<file path="config.mk">
export PLATFORM = sky130hd
export DESIGN_NAME = banda_sortare
export DESIGN_NICKNAME = d
export VERILOG_FILES = /design/src/rtl/banda_pkg.sv /design/src/rtl/banda_delay_line.sv /design/src/rtl/banda_sortare.sv
export SDC_FILE = /design/constraint.sdc
export NUM_CORES = 1
export LEC_CHECK = 0
export BUFFER_PORTS_ARGS = -buffer_cell sky130_fd_sc_hd__clkbuf_2
export CAP_MARGIN = 20
export CORE_UTILIZATION = 40
export CTS_CLUSTER_DIAMETER = 60
export CTS_CLUSTER_SIZE = 10
export DETAILED_ROUTE_END_ITERATION = 12
export SYNTH_ARGS = -nofsm -noshare
export SYNTH_HDL_FRONTEND = slang
export SYNTH_SLANG_ARGS = --single-unit
</file>
<file path="constraint.sdc">
create_clock -name clk -period 2.1 [get_ports clk]
set_clock_uncertainty 0.1 [all_clocks]
set_input_delay 0.315 -clock clk [delete_from_list [all_inputs] [get_ports clk]]
set_output_delay 0.315 -clock clk [all_outputs]
set_load 0.05 [all_outputs]
</file>
<file path="src/rtl/banda_pkg.sv">
// Shared types and default constants for the sorting stage.
// Pure declarations: no timing, no flow control.
package banda_pkg;

    typedef enum logic {IDLE, EJECT} state_t;

    localparam int DELAY_DEF = 4;
    localparam int PULSE_DEF = 3;
    localparam int BATCH_DEF = 10;

endpackage

</file>
<file path="src/rtl/banda_delay_line.sv">
// DEPTH-stage shift register with synchronous clear; all stage contents exposed on o_taps.
// Latency DEPTH cycles from i_dat to o_dat; shifts every cycle, no backpressure.
module banda_delay_line #(
    parameter int DEPTH = 4,
    parameter int W     = 2
) (
    input  logic               clk,
    input  logic               i_clr,
    input  logic [W-1:0]       i_dat,
    output logic [DEPTH*W-1:0] o_taps,
    output logic [W-1:0]       o_dat
);

    logic [W-1:0] r_sr [DEPTH];

    always_ff @(posedge clk) begin
        if (i_clr) begin
            for (int i = 0; i < DEPTH; i++) r_sr[i] <= '0;
        end else begin
            r_sr[0] <= i_dat;
            for (int i = 1; i < DEPTH; i++) r_sr[i] <= r_sr[i-1];
        end
    end

    for (genvar g = 0; g < DEPTH; g++) begin : g_taps
        assign o_taps[g*W +: W] = r_sr[g];
    end

    assign o_dat = r_sr[DEPTH-1];

endmodule

</file>
<file path="src/rtl/banda_sortare.sv">
// Delays reject decisions to the ejector, drives a retriggerable eject pulse, counts good/bad items and batches.
// Exit events land DELAY cycles after the item strobe; items are never stalled (no backpressure).
module banda_sortare
    import banda_pkg::*;
#(
    parameter int DELAY     = DELAY_DEF,
    parameter int PULSE_LEN = PULSE_DEF,
    parameter int BATCH     = BATCH_DEF,
    parameter int CNT_W     = 8
) (
    input  logic             clk,
    input  logic             reset,
    input  logic             item,
    input  logic             z,
    output logic             eject,
    output logic [CNT_W-1:0] good_cnt,
    output logic [CNT_W-1:0] bad_cnt,
    output logic             batch_done,
    output logic             busy
);

    localparam logic [3:0]       PCNT_LOAD  = 4'(PULSE_LEN - 1);
    localparam logic [CNT_W-1:0] BATCH_LAST = CNT_W'(BATCH - 1);

    logic [2*DELAY-1:0] w_taps;
    logic [1:0]         w_exit;
    logic               w_good_exit;
    logic               w_bad_exit;

    state_t     r_state;
    state_t     w_state_nxt;
    logic [3:0] r_pcnt;
    logic [3:0] w_pcnt_nxt;
    logic       r_eject;

    logic [CNT_W-1:0] r_good_cnt;
    logic [CNT_W-1:0] r_bad_cnt;
    logic [CNT_W-1:0] r_batch_cnt;
    logic             r_batch_done;

    banda_delay_line #(
        .DEPTH (DELAY),
        .W     (2)
    ) u_delay (
        .clk    (clk),
        .i_clr  (reset),
        .i_dat  ({item, item & z}),
        .o_taps (w_taps),
        .o_dat  (w_exit)
    );

    assign w_good_exit = w_exit[1] & ~w_exit[0];
    assign w_bad_exit  = w_exit[1] &  w_exit[0];

    always_comb begin
        w_state_nxt = r_state;
        w_pcnt_nxt  = r_pcnt;
        case (r_state)
            IDLE: begin
                if (w_bad_exit) begin
                    w_state_nxt = EJECT;
                    w_pcnt_nxt  = PCNT_LOAD;
                end
            end
            EJECT: begin
                // A reject arriving on the last pulse cycle still retriggers, so eject never dips.
                if (w_bad_exit) begin
                    w_pcnt_nxt = PCNT_LOAD;
                end else if (r_pcnt == 4'd0) begin
                    w_state_nxt = IDLE;
                end else begin
                    w_pcnt_nxt = r_pcnt - 4'd1;
                end
            end
            default: begin
                w_state_nxt = IDLE;
                w_pcnt_nxt  = 4'd0;
            end
        endcase
    end

    always_ff @(posedge clk) begin
        if (reset) begin
            r_state <= IDLE;
            r_pcnt  <= 4'd0;
            r_eject <= 1'b0;
        end else begin
            r_state <= w_state_nxt;
            r_pcnt  <= w_pcnt_nxt;
            r_eject <= (w_state_nxt == EJECT);
        end
    end

    always_ff @(posedge clk) begin
        if (reset) begin
            r_good_cnt   <= '0;
            r_bad_cnt    <= '0;
            r_batch_cnt  <= '0;
            r_batch_done <= 1'b0;
        end else begin
            r_batch_done <= 1'b0;
            if (w_good_exit) begin
                if (r_good_cnt != '1) r_good_cnt <= r_good_cnt + 1'b1;
                if (r_batch_cnt == BATCH_LAST) begin
                    r_batch_cnt  <= '0;
                    r_batch_done <= 1'b1;
                end else begin
                    r_batch_cnt <= r_batch_cnt + 1'b1;
                end
            end
            if (w_bad_exit && (r_bad_cnt != '1)) r_bad_cnt <= r_bad_cnt + 1'b1;
        end
    end

    // A stage's rej bit is only ever set alongside its valid bit, so OR-ing every tap equals OR-ing the valids.
    assign busy       = (|w_taps) | r_eject;
    assign eject      = r_eject;
    assign good_cnt   = r_good_cnt;
    assign bad_cnt    = r_bad_cnt;
    assign batch_done = r_batch_done;

endmodule

</file>
==> results.ini <==
[sta]
slew_headroom=0.6867
hold_violations=0
period_share=0.8207
layout_min_cycle_time_ns=1.724
rsz0062_at_grt=false
setup_viol=0
totalNegativeSetupSlack_ns=0
timing.fmax_mhz=580.2
worst_pin_slew_ns=0.4659
slew_viol_final=0

[drt]
drc_errors=0
wl_met3_um=100
m1WireLength_um=1432
routed_via_density=5.065
dr.pass1.iters=2
drtIter0Drc=23
dr_wl_met2_um=1451
maxUsedRoutingLayer=met4
vias=1251
routed_wl_um=3006
antenna_left=0
routedWlPerCell_um=12.17

[yosys]
ys_ff_latch=38
netlist_top_cells_area=dfxtp_1 47%, xor2_1 7.6%, nor2_1 4.6%
avgSynthCellArea_um2=9.380
yosysWarnings=0
seq_area_frac_synth=0.4688
synth_largest_area_cell=dfxtp_1
syn-num-nets=182
yosys.area.top_type_share=0.4688
synthCells=173
yosys.cell_types.count=39
syn-cell-area_mm2=0.001623

[finish]
final_cell_mix=38 x dfxtp_1, 22 x clkbuf_2, 20 x nor2_1, 14 x xor2_1
syn_to_final_growth_pct=17.73
multi_input_area_um2=808.3
seq_area_um2=760.7
fillers=351
diodes=0
final_common_cell=dfxtp_1
fin_nets=207
drive_above_1_share=0.1910
final_util=0.5066

[floorplanning]
fp.dieW_um=65.70
start_util=0.4303
die_area_mm2=0.004316
pin_count=23
num_rows=22
core_mm2=0.003771
die_y_um=65.70

[global_route]
grt_pass1_vias=1237
grt_max_degree=19
track_usage=0.1673
grt_pass1_wl_um=5354
grt_antenna_before_repair=0
gr-total-overflow=0

[clocking]
clkLatencyLatePin_ns=0.29
cts_sinks=38
clk_pin_slew_ns=0.08
postCtsSetupBuffers=0
cts_resized=0
cts_buffers=5
h-tree-depth=2
hold_buffers=0
root_buffer=clkbuf_8
cts_tree=built
cts_buffer_depth=2

[worst_setup_path]
worstPathArrival_ns=1.85
worstSetupPathType=register to register
cp_max_fo=3
r2r_start=r_pcnt[0]$_SDFFE_PP0P_
startpoint_type=register
cp.required_ns=2.22
crit_start=r_pcnt[0]$_SDFFE_PP0P_
reg2reg_depth=6
end_kind=register

[pwr]
total_leakage_power_nw=0.7964
p_per_area_mw_per_mm2=788.8
ir_drop_mv=0.5185

[place]
gp_congestion=0.7822
place.port_buffers=22
hpwl_um=2131

[outcome]
status=completed

[flow_run]
drv_cap=0

[hold_path]
hold_path_class=input pin to register
whs_path_depth=2
hp-start=z

## cell type report
class | instances | share of cell area
clock buffers | 5 | 0.03602
clock inverters | 3 | 0.03602
inverters | 5 | 0.009823
multi-input cells | 124 | 0.4231
flip-flops and latches | 38 | 0.3982
well taps | 48 | 0.03143
repair buffers | 24 | 0.06549
## stage by stage
stage                     setup slack (ns)  total power (W)  hold WS [ns]  cells  cell area, µm²
final                               0.3765         0.001507        0.1171    247            1911
after global routing                0.2829         0.001566        0.1092    247            1911
after CTS                           0.3629         0.001524        0.1062    247            1911
after detailed placement            0.3822        0.0007873        0.3571    239            1773
after global placement              0.4930        0.0007864        0.3506    239            1773
after floorplan                     0.1964        0.0007762        0.2941    173            1623
## synth_stat cells
cell / instances
buf_1: 2
nand4_2: 1
nand4b_1: 1
clkbuf_1: 1
dfxtp_1: 38
a211oi_1: 2
nor3_1: 7
ha_1: 5
buf_6: 1
nor2_1: 20
nor2b_1: 8
o211ai_4: 1
xor2_1: 14
a21oi_1: 7
and3b_2: 1
o31ai_1: 1
inv_1: 5
o211ai_1: 3
nand2_1: 8
and2_2: 1
mux2_2: 1
nor3b_1: 1
nand3_1: 7
and3_1: 5
buf_2: 1
mux2i_1: 3
or3_1: 4
and2b_1: 1
o211ai_2: 1
nand4_1: 4
o21ai_0: 6
nor4_1: 2
o311ai_0: 1
buf_4: 1
xnor2_1: 2
and2_1: 2
o41ai_1: 1
o21ai_1: 1
nand2b_1: 2
## worst max-delay path, stage by stage, from the launching register on
cell     delay (ns)
dfxtp_1        0.32
inv_1          0.09
ha_1           0.17
inv_1          0.06
o31ai_1        0.40
mux2_2         0.39
a21oi_1        0.13
## cells by family after synthesis
kind of cell | share of synthesized area
adder cells (fa/ha/maj) | 0.03855
multiplexers | 0.02544
XOR/XNOR | 0.08636
AO/OA/AOI/OAI | 0.1025
flip-flops | 0.4688
buffers and inverters | 0.03315
AND/OR/NAND/NOR | 0.2452
## report_power, final
part / switching [W] / internal (W) / leakage [nW]
Combinational: 0.0000284 / 0.0000122 / 0.421
Clock: 0.000261 / 0.000476 / 0.0683
Sequential: 0.00000372 / 0.000726 / 0.307
## path summary, 6_finish.rpt
check	end	slack, ns
max	r_pcnt[1]$_SDFFE_PP0P_	0.38
min reg2reg	u_delay.r_sr[2][1]$_SDFF_PP0_	0.37
max reg2reg	r_pcnt[1]$_SDFFE_PP0P_	0.38
min	u_delay.r_sr[0][0]$_SDFF_PP0_	0.12
## sequential cells by signal (all words and copies together) (netlist names)
signal	cells
r_pcnt	4
r_batch_cnt	8
eject	1
batch_done	1
u_delay.r_sr	8
good_cnt	8
bad_cnt	8
## per-layer routing
layer | global-route usage | vias to the layer above
met5 | 0 | -
li1 | - | 656
met4 | 0.07065 | 0
met2 | 0.2717 | 14
met1 | 0.1908 | 579
met3 | 0.06944 | 2
Power figures use the tool's default switching activity.
